File: src/rtl/hazard_pkg.sv
// Shared types and instruction-field constants for the hazard stall unit.
// The optional stall statistics counter is enabled with HAZARD_STATS_EN.
package hazard_pkg;

    typedef enum logic [1:0] {
        IDLE       = 2'd0,
        LOAD_STALL = 2'd1,
        FLUSH      = 2'd2
    } state_t;

    localparam logic [5:0] OP_RTYPE = 6'h00;
    localparam logic [5:0] OP_BEQ   = 6'h04;
    localparam logic [5:0] OP_BNE   = 6'h05;
    localparam logic [5:0] OP_SB    = 6'h28;
    localparam logic [5:0] OP_SH    = 6'h29;
    localparam logic [5:0] OP_SW    = 6'h2B;

    localparam logic [5:0] F_MFHI   = 6'h10;
    localparam logic [5:0] F_MFLO   = 6'h12;
    localparam logic [5:0] F_MULT   = 6'h18;
    localparam logic [5:0] F_MULTU  = 6'h19;

endpackage

File: src/rtl/hazard_stall_unit_if.sv
// ID/EX-side signal bundle between the pipeline (master) and the hazard
// stall unit (slave). StallCount exists only when HAZARD_STATS_EN is defined.
interface hazard_stall_unit_if;

    logic [31:0] ID_Instruction;
    logic        ID_Valid;
    logic        EX_MemRead;
    logic        EX_RegWrite;
    logic [4:0]  EX_RegDest;
    logic        MultStart;
    logic        BranchTaken;
    logic        Stall;
    logic        IDEXBubble;
    logic        IFIDFlush;
    logic        MultBusy;
`ifdef HAZARD_STATS_EN
    logic [31:0] StallCount;

    modport master (
        output ID_Instruction, ID_Valid, EX_MemRead, EX_RegWrite, EX_RegDest,
               MultStart, BranchTaken,
        input  Stall, IDEXBubble, IFIDFlush, MultBusy, StallCount
    );

    modport slave (
        input  ID_Instruction, ID_Valid, EX_MemRead, EX_RegWrite, EX_RegDest,
               MultStart, BranchTaken,
        output Stall, IDEXBubble, IFIDFlush, MultBusy, StallCount
    );
`else
    modport master (
        output ID_Instruction, ID_Valid, EX_MemRead, EX_RegWrite, EX_RegDest,
               MultStart, BranchTaken,
        input  Stall, IDEXBubble, IFIDFlush, MultBusy
    );

    modport slave (
        input  ID_Instruction, ID_Valid, EX_MemRead, EX_RegWrite, EX_RegDest,
               MultStart, BranchTaken,
        output Stall, IDEXBubble, IFIDFlush, MultBusy
    );
`endif

endinterface

File: src/rtl/hazard_src_decode.sv
// Extracts the source registers of the ID-stage instruction and flags
// instructions that depend on the multiplier (mfhi/mflo/mult/multu).
module hazard_src_decode (
    input  logic [31:0] instruction,
    output logic [4:0]  rs,
    output logic [4:0]  rt,
    output logic        rt_used,
    output logic        is_hilo_or_mult
);
    import hazard_pkg::*;

    logic [5:0] opcode;
    logic [5:0] funct;
    logic       unused_fields;

    assign opcode        = instruction[31:26];
    assign funct         = instruction[5:0];
    assign rs            = instruction[25:21];
    assign rt            = instruction[20:16];
    assign unused_fields = ^instruction[15:6];

    // rt is a real source only for R-type, branches that compare two regs, and stores
    always_comb begin
        rt_used = opcode inside {OP_RTYPE, OP_BEQ, OP_BNE, OP_SB, OP_SH, OP_SW};
    end

    // HI/LO reads and new multiplies must wait for the multiplier
    always_comb begin
        is_hilo_or_mult = (opcode == OP_RTYPE) &&
                          (funct inside {F_MFHI, F_MFLO, F_MULT, F_MULTU});
    end

endmodule

File: src/rtl/hazard_stall_unit.sv
// Stall/flush generator beside the ID stage: load-use stalls, multiplier-busy
// stalls and taken-branch squash. All outputs are combinational.
// Optional StallCount statistics port: define HAZARD_STATS_EN.
//
// state      | meaning
// -----------+-------------------------------------------------------------
// IDLE       | no hazard in progress; a load-use hit stalls this cycle
// LOAD_STALL | extra load-use stall cycles (LOAD_LAT > 1), lcnt remaining
// FLUSH      | one cycle after a taken branch; behaves like IDLE otherwise
module hazard_stall_unit #(
    parameter int LOAD_LAT = 1,
    parameter int MULT_LAT = 4
) (
    input logic            Clock,
    input logic            Reset,
    hazard_stall_unit_if.slave hz
);
    import hazard_pkg::*;

    localparam logic [1:0] LCNT_INIT = 2'(LOAD_LAT - 1);
    localparam logic [3:0] MCNT_INIT = 4'(MULT_LAT);

    state_t     state;
    state_t     state_next;
    logic [1:0] lcnt;
    logic [1:0] lcnt_next;
    logic [3:0] mcnt;

    logic [4:0] rs;
    logic [4:0] rt;
    logic       rt_used;
    logic       is_hilo_or_mult;
    logic       load_hit;
    logic       mult_busy;
    logic       mult_hit;
    logic       stall;
    logic       flush;

    hazard_src_decode u_decode (
        .instruction     (hz.ID_Instruction),
        .rs              (rs),
        .rt              (rt),
        .rt_used         (rt_used),
        .is_hilo_or_mult (is_hilo_or_mult)
    );

    assign load_hit  = hz.ID_Valid && hz.EX_MemRead && hz.EX_RegWrite &&
                       (hz.EX_RegDest != 5'd0) &&
                       ((hz.EX_RegDest == rs) || (rt_used && (hz.EX_RegDest == rt)));
    assign mult_busy = (mcnt != 4'd0);
    assign mult_hit  = hz.ID_Valid && mult_busy && is_hilo_or_mult;

    // State register and load-stall counter
    always_ff @(posedge Clock or negedge Reset) begin
        if (!Reset) begin
            state <= IDLE;
            lcnt  <= 2'd0;
        end else begin
            state <= state_next;
            lcnt  <= lcnt_next;
        end
    end

    // Next state and stall/flush decisions; a taken branch overrides everything
    always_comb begin
        state_next = state;
        lcnt_next  = lcnt;
        stall      = 1'b0;
        flush      = 1'b0;
        if (hz.BranchTaken) begin
            flush      = 1'b1;
            state_next = FLUSH;
            lcnt_next  = 2'd0;
        end else begin
            case (state)
                LOAD_STALL: begin
                    stall = 1'b1;
                    if (lcnt <= 2'd1) begin
                        state_next = IDLE;
                        lcnt_next  = 2'd0;
                    end else begin
                        lcnt_next = lcnt - 2'd1;
                    end
                end
                default: begin
                    state_next = IDLE;
                    if (load_hit) begin
                        stall = 1'b1;
                        if (LOAD_LAT > 1) begin
                            state_next = LOAD_STALL;
                            lcnt_next  = LCNT_INIT;
                        end
                    end
                end
            endcase
            if (mult_hit) begin
                stall = 1'b1;
            end
        end
    end

    // Multiplier busy down-counter; independent of the FSM and of branches
    always_ff @(posedge Clock or negedge Reset) begin
        if (!Reset) begin
            mcnt <= 4'd0;
        end else if (hz.MultStart) begin
            mcnt <= MCNT_INIT;
        end else if (mcnt != 4'd0) begin
            mcnt <= mcnt - 4'd1;
        end
    end

    // Outputs forced low while reset is held, regardless of input activity
    assign hz.Stall      = Reset && stall;
    assign hz.IDEXBubble = Reset && stall;
    assign hz.IFIDFlush  = Reset && flush;
    assign hz.MultBusy   = Reset && mult_busy;

`ifdef HAZARD_STATS_EN
    logic [31:0] stall_count;

    // Saturating count of stalled cycles
    always_ff @(posedge Clock or negedge Reset) begin
        if (!Reset) begin
            stall_count <= 32'd0;
        end else if (hz.Stall && (stall_count != 32'hFFFF_FFFF)) begin
            stall_count <= stall_count + 32'd1;
        end
    end

    assign hz.StallCount = stall_count;
`endif

endmodule
File: src/flat_wrapper.sv
// flat-port wrapper written by rule: the top's interface ports become plain ports
module hazard_stall_unit_flat import hazard_pkg::*;
#(
    parameter int LOAD_LAT = 1,
    parameter int MULT_LAT = 4
)
  (Clock, Reset, hz_ID_Instruction, hz_ID_Valid, hz_EX_MemRead, hz_EX_RegWrite, hz_EX_RegDest, hz_MultStart, hz_BranchTaken, hz_Stall, hz_IDEXBubble, hz_IFIDFlush, hz_MultBusy);
  hazard_stall_unit_if hz_i ();
  input logic Clock;
  input logic Reset;
  input wire logic [$bits(hz_i.ID_Instruction)-1:0] hz_ID_Instruction;
  input wire logic [$bits(hz_i.ID_Valid)-1:0] hz_ID_Valid;
  input wire logic [$bits(hz_i.EX_MemRead)-1:0] hz_EX_MemRead;
  input wire logic [$bits(hz_i.EX_RegWrite)-1:0] hz_EX_RegWrite;
  input wire logic [$bits(hz_i.EX_RegDest)-1:0] hz_EX_RegDest;
  input wire logic [$bits(hz_i.MultStart)-1:0] hz_MultStart;
  input wire logic [$bits(hz_i.BranchTaken)-1:0] hz_BranchTaken;
  output wire logic [$bits(hz_i.Stall)-1:0] hz_Stall;
  output wire logic [$bits(hz_i.IDEXBubble)-1:0] hz_IDEXBubble;
  output wire logic [$bits(hz_i.IFIDFlush)-1:0] hz_IFIDFlush;
  output wire logic [$bits(hz_i.MultBusy)-1:0] hz_MultBusy;
  assign hz_i.ID_Instruction = hz_ID_Instruction;
  assign hz_i.ID_Valid = hz_ID_Valid;
  assign hz_i.EX_MemRead = hz_EX_MemRead;
  assign hz_i.EX_RegWrite = hz_EX_RegWrite;
  assign hz_i.EX_RegDest = hz_EX_RegDest;
  assign hz_i.MultStart = hz_MultStart;
  assign hz_i.BranchTaken = hz_BranchTaken;
  assign hz_Stall = hz_i.Stall;
  assign hz_IDEXBubble = hz_i.IDEXBubble;
  assign hz_IFIDFlush = hz_i.IFIDFlush;
  assign hz_MultBusy = hz_i.MultBusy;
  hazard_stall_unit #(.LOAD_LAT(LOAD_LAT), .MULT_LAT(MULT_LAT)) u_core (.Clock(Clock), .Reset(Reset), .hz(hz_i));
endmodule
File: config.mk
export PLATFORM = sky130hd
export DESIGN_NAME = hazard_stall_unit_flat
export DESIGN_NICKNAME = d
export VERILOG_FILES = /design/src/rtl/hazard_pkg.sv /design/src/rtl/hazard_stall_unit_if.sv /design/src/rtl/hazard_src_decode.sv /design/src/rtl/hazard_stall_unit.sv /design/src/flat_wrapper.sv
export SDC_FILE = /design/constraint.sdc
export NUM_CORES = 1
export LEC_CHECK = 0
export CAP_MARGIN = 10
export CORE_MARGIN = 2
export CORE_UTILIZATION = 32
export CTS_BUF_LIST = sky130_fd_sc_hd__clkbuf_2 sky130_fd_sc_hd__clkbuf_4 sky130_fd_sc_hd__clkbuf_8
export CTS_CLUSTER_DIAMETER = 120
export DETAILED_ROUTE_END_ITERATION = 6
export GPL_TIMING_DRIVEN = 0
export PLACE_DENSITY = 0.95
export SYNTH_ARGS = -nofsm -noshare
export SYNTH_HDL_FRONTEND = slang
export SYNTH_SLANG_ARGS = --single-unit
File: constraint.sdc
create_clock -name Clock -period 4.84 [get_ports Clock]
set_clock_uncertainty 0.1 [all_clocks]
set_input_delay 0.968 -clock Clock [delete_from_list [all_inputs] [get_ports Clock]]
set_output_delay 0.968 -clock Clock [all_outputs]
set_load 0.02 [all_outputs]
==> results.toml, run 1 <==
[sta]
relSlewSlack = 0.734
max_slew.worst_pin.slew_ns = 0.397
fin_crit_ns = 4.20
fmax_ghz = 0.238
timing.final.ws_setup_ns = 0.639
tns_ns = 0
fin_crit_sh = 0.868
drv_slew = 0
rsz0062_at_grt = "false"
finalSetupViolations = 0
hold_viol = 0

[worst_setup_path]
worstPathCellList = "clkdlybuf4s50_1 -> nor3_1 -> a32o_2 -> nand4_1 -> a311oi_2 -> buf_4 -> clkdlybuf4s50_1"
crit_type = "input port to output pin"
crit_fanout = 3
crit_top_cell = "clkdlybuf4s50_1"
crit_path_top_delay_cell = "clkdlybuf4s50_1"
cp-end-kind = "output pin"
crit_buf_inv = 3
r2r_slack_ns = 3.17
required_ns = 3.77
critPathTopFamily = "buffers and inverters"
critPathMaxStageDelay_ns = 0.58
startpoint_type = "input port"
arrival_ns = 3.13

[pwr]
p_int_uw = 134
clock_power_share = 0.191
peakVddDrop_v = 0.000132
combPwrFrac = 0.534
p_switching_uw = 69.9
p_leak_nw = 0.350
power_density_nw_per_um2 = 232
swShare = 0.342
p_seq_frac = 0.275

[yosys]
ys_types = 26
netlist_instances = 56
synthTopCellsByCount = "7 x xor2_1, 5 x inv_1, 5 x nor2_1"
ys_ff_latch = 4
synth_edf_count = 0
postSynth.asyncResetShare = 1.00
synthFlopType = "dfrtp_1"
synthesis.nets = 101
synth_top_cell_by_area = "dfrtp_1"
mappedNetlistArea_um2 = 470
synth-warning-count = 0
yosysMostFrequentCell = "xor2_1"
synthTopCellsByArea = "dfrtp_1 21%, xor2_1 13%, xnor2_1 7.4%"
avgSynthCellArea_um2 = 8.40
yosysSeqAreaShare = 0.213
synth_top_cell_area_share = 0.213

[detailed_routing]
drt_wl_total_mm = 1.34
vias = 558
drtAntennaViolNets = 0
vias_per_cell = 5.03
wire_per_inst_um = 12.0
drcViolationCount = 0
dr.pass1.iters = 4
first_iter_violations = 4

[clock_network]
post_cts_buffers = 0
cts_resized = 0
cts_tree = "built"
clock-sinks = 4
ctsLongestPathBuffers = 2
cts_hold_buffers = 0
cts-htree-levels = 1
clk_latency_ns = 0.23
numCtsBuffers = 3
root_buffer = "clkbuf_4"
path_clk_slew_ns = 0.03

[floorplanning]
die_y_um = 42.3
num_rows = 13
die-area_um2 = 1790
ios = 48
die_width_um = 42.3
initial_utilization = 0.353
core_area_um2 = 1330

[grt]
grt_pass1_wl_mm = 2.59
grt_antenna_before_repair = 0
grt_max_degree = 8
grt_overflow_total = 0
grt_usage = 0.188
first_global_vias = 659

[placed_design]
place.gp.congestion = 0.679
dp_hpwl_mm = 1.22
io_buffers = 37
dp_slack_ns = 0.599

[layout]
largestRegisters = "u_core.mcnt x4"
area_growth_pct = 87.5
finalNetCount = 143
largest_register_ffs = 4
diodes = 0
largest-register = "u_core.mcnt"
drive_gt1_frac = 0.115

[status]
outcome = "completed"

[worst_hold_path]
hold_class = "flop to flop"

[run]
cap_violations = 0
cell type report:
cell class / instances / area, µm²
flip-flops and latches: 4 / 100
repair buffers: 37 / 370
fillers: 102 / 452
well taps: 15 / 18.8
clock buffers: 3 / 22.5
plain buffers: 2 / 12.5
inverters: 5 / 18.8
multi-input cells: 45 / 339
final timing paths:
kind	from	to	cells after the start
max	hz_ID_Instruction[27]	hz_Stall	7
min	u_core.mcnt[3]	u_core.mcnt[2]	2
max reg2reg	u_core.mcnt[0]	u_core.mcnt[0]	7
min reg2reg	u_core.mcnt[3]	u_core.mcnt[2]	2
max in group asynchronous	Reset	u_core.mcnt[1]	1
min in group asynchronous	Reset	u_core.mcnt[2]	1
routing by layer:
metal  up-vias  track usage  share of wire
met1       258        0.180           0.37
met2        21        0.360           0.58
met3         2       0.0302          0.038
met4         0        0.125          0.013
li1        277            -              -
met5         -            0              0
cell families after synthesis:
family | count (synthesis) | synth area share
and+or+nand+nor | 24 | 0.309
xor gates and xnor gates | 11 | 0.205
AOI/OAI and AO/OA | 8 | 0.160
buffers and inverters | 7 | 0.0665
DFF | 4 | 0.213
muxes | 1 | 0.0213
adders and majority gates | 1 | 0.0266
power by group through the flow:
stage,combinational [mW],clock [mW],sequential (mW)
final,0.109,0.0390,0.0562
after global routing,0.123,0.0431,0.0577
after CTS,0.110,0.0409,0.0558
after detailed placement,0.110,0,0.0562
after global placement,0.104,0,0.0541
after floorplan,0.0630,0,0.0532
worst min-delay path: stages, from the launching register on:
cell and delay [ns]:
dfrtp_1 0.37, nand3b_1 0.09, nand2_1 0.07
per-stage QoR:
step | util | instances | hold slack (ns) | cell area [µm²] | power [mW]
finish | 0.661 | 111 | 0.474 | 882 | 0.204
global route | 0.661 | 111 | 0.500 | 882 | 0.223
CTS | 0.661 | 111 | 0.472 | 882 | 0.207
detailed placement | 0.644 | 108 | 0.464 | 860 | 0.166
global placement | 0.644 | 108 | 0.410 | 860 | 0.158
floorplan | - | 56 | 0.379 | 470 | 0.116
placed cells by master (no fill, tap or decap), drive strengths merged:
cell,count
a211oi,1
a21oi,4
a311oi,1
a32o,1
a41oi,1
and2,2
and3,1
buf,2
clkbuf,3
clkdlybuf4s50,37
dfrtp,4
ha,1
inv,5
mux2i,1
nand2,1
nand2b,1
nand3,2
nand3b,1
nand4,2
nor2,5
nor3,4
nor4,1
nor4b,1
or2b,1
or3,2
xnor2,4
xor2,7
(Power assumes the default switching activity.)
==> run 2: changes to the inputs <==
--- a/config.mk
+++ b/config.mk
@@ -7,12 +7,13 @@
 export LEC_CHECK = 0
 export CAP_MARGIN = 10
 export CORE_MARGIN = 2
-export CORE_UTILIZATION = 32
+export CORE_UTILIZATION = 29
 export CTS_BUF_LIST = sky130_fd_sc_hd__clkbuf_2 sky130_fd_sc_hd__clkbuf_4 sky130_fd_sc_hd__clkbuf_8
 export CTS_CLUSTER_DIAMETER = 120
 export DETAILED_ROUTE_END_ITERATION = 6
 export GPL_TIMING_DRIVEN = 0
-export PLACE_DENSITY = 0.95
+export PLACE_DENSITY = 0.9
+export REMOVE_ABC_BUFFERS = 1
 export SYNTH_ARGS = -nofsm -noshare
 export SYNTH_HDL_FRONTEND = slang
 export SYNTH_SLANG_ARGS = --single-unit
==> constraint.sdc (replaced) <==
create_clock -name Clock -period 4.1 [get_ports Clock]
set_clock_uncertainty 0.1 [all_clocks]
set_input_delay 0.82 -clock Clock [delete_from_list [all_inputs] [get_ports Clock]]
set_output_delay 0.82 -clock Clock [all_outputs]
set_load 0.02 [all_outputs]
==> run 2 against run 1 <==
Against the previous run:
- final area is 1.3% lower
- setup slack worse by 0.31 ns
- first-iteration DRC count is 25% higher
- die area is 9.3% higher
- non-clock buffer count is 2 lower
- register-to-register slack worse by 0.74 ns
- via count is 1.3% lower
- sequential cell count stayed put
- global-route usage is 4.7 points lower
- clock power is 23% higher
- sequential power is 18% higher
- wire length is 0.30% lower
- critical endpoint is now hz_IDEXBubble
- largest cell class unchanged
==> results.toml, run 2 (synthesis gave the netlist of run 1 again) <==
[sta]
fin_crit_sh = 0.921
relSlewSlack = 0.724
holdWs_ns = 0.460
finalSetupViolations = 0
fmax_ghz = 0.265
max_slew.worst_pin.slew_ns = 0.411
fin_crit_ns = 3.78
hold_viol = 0
tns_ns = 0
drv_slew = 0
rsz0062_at_grt = "false"

[layout]
largest_register_ffs = 4
n_fill_cell = 130
diodes = 0
area_growth_pct = 85.1
finalNetCount = 141
regArea_um2 = 100
multiInputGateArea_um2 = 339
largestRegisters = "u_core.mcnt x4"
layout_common_cells = "37 x clkdlybuf4s50_1, 7 x xor2_1, 5 x inv_1, 5 x nor2_1"
largest-register = "u_core.mcnt"
layout_commonest_cell = "clkdlybuf4s50_1"
drive_gt1_frac = 0.0957

[detailed_routing]
dr.pass1.iters = 4
drcViolationCount = 0
drt_wl_total_mm = 1.33
vias = 551
first_iter_violations = 5
drtAntennaViolNets = 0
vias_per_cell = 5.01
wire_per_inst_um = 12.1

[floorplanning]
die_width_um = 44.3
die_y_um = 44.3
initial_utilization = 0.312
core_area_um2 = 1510
num_rows = 14
ios = 48
die-area_um2 = 1960

[clock_network]
path_clk_slew_ns = 0.04
clk_latency_ns = 0.23
root_buffer = "clkbuf_4"
clock-sinks = 4
cts_resized = 0
post_cts_buffers = 0
numCtsBuffers = 3
cts_tree = "built"
cts-htree-levels = 1
cts_hold_buffers = 0
ctsLongestPathBuffers = 2

[worst_hold_path]
hold_start = "u_core.mcnt[3]"
whs_path_depth = 2
hold_end = "u_core.mcnt[2]"
hold_class = "flop to flop"

[grt]
grt_pass1_wl_mm = 2.06
grt_overflow_total = 0
first_global_vias = 574
grt_antenna_before_repair = 0
grt_max_degree = 8
grt_usage = 0.142

[pwr]
p_leak_nw = 0.342
power_density_nw_per_um2 = 274
peakVddDrop_v = 0.000123
power_uw = 239

[placed_design]
dp_hpwl_mm = 1.22
io_buffers = 37
place.gp.congestion = 0.772

[worst_setup_path]
crit_top_cell = "clkdlybuf4s50_1"
critPathMaxStageDelay_ns = 0.65
cp-end-kind = "output pin"
worstPathCellList = "clkdlybuf4s50_1 -> nor4b_2 -> and3_1 -> a41oi_2 -> a311oi_2 -> clkdlybuf4s50_1"
arrival_ns = 2.86
required_ns = 3.18
crit_path_top_delay_cell = "clkdlybuf4s50_1"
crit_buf_inv = 2
startpoint_type = "input port"
reg2reg_depth = 6
timing.rr.start = "u_core.mcnt[0]"
timing.rr.end = "u_core.mcnt[0]"
crit_type = "input port to output pin"
r2r_slack_ns = 2.43
critPathTopFamily = "buffers and inverters"
crit_fanout = 3

[run]
cap_violations = 0

[status]
outcome = "completed"
## run 2: cell count changes in the layout (fill, tap and decap cells not counted), sizes merged
cell,delta
buf,-2
## run 2: cell type report
class	count	area share
Timing Repair Buffer	37	0.425
Clock buffer	3	0.0259
Tap cell	16	0.0230
Multi-Input combinational cell	45	0.389
Inverter	5	0.0216
Sequential cell	4	0.115
## run 2: stage by stage
stage                     cells  area [µm²]  setup WS [ns]  utilization
after floorplan              54         458           1.12            -
final                       110         871          0.324        0.578
after detailed placement    107         848          0.306        0.563
after global placement      107         848          0.359        0.563
after global routing        110         871          0.194        0.578
after CTS                   110         871          0.305        0.578
## run 2: how the worst max path moves through the flow
stage / depth (start not counted) / endpoint / slack (ns) / start
global placement: 6 / hz_IDEXBubble / 0.36 / hz_ID_Instruction[26]
CTS: 6 / hz_IDEXBubble / 0.30 / hz_ID_Instruction[26]
global route: 6 / hz_Stall / 0.19 / hz_ID_Instruction[27]
floorplan: 4 / hz_IDEXBubble / 1.12 / hz_ID_Instruction[27]
detailed placement: 6 / hz_IDEXBubble / 0.31 / hz_ID_Instruction[26]
finish: 6 / hz_IDEXBubble / 0.32 / hz_ID_Instruction[26]
## run 2: power breakdown
part	total (mW)	switching [mW]	internal, mW
sequential	0.0661	0.0122	0.0539
clock	0.0479	0.0153	0.0327
combinational	0.125	0.0549	0.0699
## run 2: per-layer routing
| layer | part of all wire | track usage |
|---|---|---|
| met5 | 0 | 0 |
| met4 | 0.014 | 0.0788 |
| met3 | 0.047 | 0.0122 |
| met2 | 0.55 | 0.285 |
| met1 | 0.39 | 0.138 |
## run 2: worst reg2reg max path, delay by kind of cell, from the launching register on
kind                       cells  cell delay, ns
xor gates and xnor gates       1            0.18
adders and majority gates      1            0.18
buffers and inverters          2            0.13
DFF                            1            0.40
and+or+nand+nor                2            0.55
==> run 3: changes to the inputs <==
--- a/config.mk
+++ b/config.mk
@@ -6,7 +6,6 @@
 export NUM_CORES = 1
 export LEC_CHECK = 0
 export CAP_MARGIN = 10
-export CORE_MARGIN = 2
 export CORE_UTILIZATION = 29
 export CTS_BUF_LIST = sky130_fd_sc_hd__clkbuf_2 sky130_fd_sc_hd__clkbuf_4 sky130_fd_sc_hd__clkbuf_8
 export CTS_CLUSTER_DIAMETER = 120
==> run 3 against run 2 <==
Against the previous run:
- clock power fell by 2%
- die area fell by 8.8%
- the flow now finishes with violations (design-rule violations)
- non-clock buffer count did not move
- count of clock-buffer cells in the layout did not move
==> results.toml, run 3 (synthesis gave the netlist of run 1 again) <==
[worst_setup_path]
startpoint_type = "input port"
crit_path_top_delay_cell = "clkdlybuf4s50_1"
worstPathCellList = "clkdlybuf4s50_1 -> nor4b_2 -> and3_1 -> a41oi_2 -> a311oi_2 -> clkdlybuf4s50_1"
timing.rr.start = "u_core.mcnt[0]"
required_ns = 3.18
r2r_slack_ns = 2.44
crit_fanout = 3
cp-end-kind = "output pin"
crit_top_cell = "clkdlybuf4s50_1"
arrival_ns = 2.89
crit_path_start = "hz_ID_Instruction[26]"
crit_type = "input port to output pin"
reg2reg_depth = 6
critPathMaxStageDelay_ns = 0.67

[clock_network]
ctsLongestPathBuffers = 2
cts-htree-levels = 1
path_clk_slew_ns = 0.03
cts_tree = "built"
cts_resized = 0
cts_hold_buffers = 0
post_cts_buffers = 0
root_buffer = "clkbuf_4"
clk_latency_ns = 0.23
clock-sinks = 4
numCtsBuffers = 3

[worst_hold_path]
whs_path_depth = 2
hold_start = "u_core.mcnt[2]"
hold_class = "flop to flop"

[grt]
grt_pass1_wl_mm = 2.08
grt_antenna_before_repair = 0
first_global_vias = 509
grt_usage = 0.148
grt_overflow_total = 0
grt_max_degree = 8

[layout]
largest-register = "u_core.mcnt"
largest_register_ffs = 4
area_growth_pct = 85.1
layout_common_cells = "37 x clkdlybuf4s50_1, 7 x xor2_1, 5 x inv_1, 5 x nor2_1"
diodes = 0
layout_commonest_cell = "clkdlybuf4s50_1"
finalNetCount = 141
drive_gt1_frac = 0.0957
n_fill_cell = 137
largestRegisters = "u_core.mcnt x4"

[detailed_routing]
vias_per_cell = 4.88
drtAntennaViolNets = 0
first_iter_violations = 5
wire_per_inst_um = 11.6
drcViolationCount = 2
dr.pass1.iters = 5
vias = 537
drt_wl_total_mm = 1.27

[sta]
timing.final.ws_setup_ns = 0.290
hold_viol = 0
max_slew.worst_pin.slew_ns = 0.383
tns_ns = 0
fmax_ghz = 0.262
holdWs_ns = 0.458
rsz0062_at_grt = "false"
drv_slew = 0
relSlewSlack = 0.742
finalSetupViolations = 0
fin_crit_sh = 0.929
fin_crit_ns = 3.81

[floorplanning]
die-area_um2 = 1790
die_y_um = 42.3
core_area_um2 = 1510
num_rows = 14
ios = 48
die_width_um = 42.3
initial_utilization = 0.312

[placed_design]
dp_slack_ns = 0.281
dp_hpwl_mm = 1.15
io_buffers = 37
place.gp.congestion = 0.740

[pwr]
p_leak_nw = 0.342
power_density_nw_per_um2 = 273
peakVddDrop_v = 0.000112

[status]
violations = "design-rule violations"
outcome = "finished, violations left"

[run]
cap_violations = 0
## run 3: cell counts in the layout (fill, tap and decap cells not counted)
No cell type changed its count.
## run 3: critical path: cells and delay by family
| kind | cells | cell delay, ns |
|---|---|---|
| AND/OR/NAND/NOR | 2 | 0.51 |
| buffers and inverters | 2 | 1.12 |
| AO/OA/AOI/OAI | 2 | 0.44 |
## run 3: layout make-up
| type | count | area (µm²) | share of cell area |
|---|---|---|---|
| clock buffer | 3 | 22.5 | 0.0259 |
| inverter | 5 | 18.8 | 0.0216 |
| multi-input combinational | 45 | 339 | 0.389 |
| sequential | 4 | 100 | 0.115 |
| tap | 16 | 20.0 | 0.0230 |
| timing repair buffer | 37 | 370 | 0.425 |
## run 3: path summary, 6_finish.rpt
check	endpoint
hold / removal	u_core.mcnt[2]
max in group asynchronous	u_core.mcnt[3]
hold reg to reg	u_core.mcnt[2]
setup reg to reg	u_core.mcnt[1]
setup / recovery	hz_IDEXBubble
min in group asynchronous	u_core.mcnt[1]
## run 3: stage by stage
stage	std cells	util	cell area, µm²	power, mW
after floorplan	54	-	458	0.134
after global placement	107	0.563	848	0.185
after detailed placement	107	0.563	848	0.192
after CTS	110	0.578	871	0.240
after global routing	110	0.578	871	0.258
final	110	0.578	871	0.238
## run 3: power breakdown
group | total, mW | switching (mW) | internal [mW]
Sequential | 0.0664 | 0.0125 | 0.0539
Combinational | 0.125 | 0.0548 | 0.0699
Clock | 0.0468 | 0.0142 | 0.0326
## run 3: per-layer routing
metal	GRT usage	up-vias	part of all wire
met5	0	-	0
met4	0.0500	0	0.017
met3	0.0474	4	0.079
met2	0.258	23	0.51
met1	0.169	234	0.40
li1	-	276	-
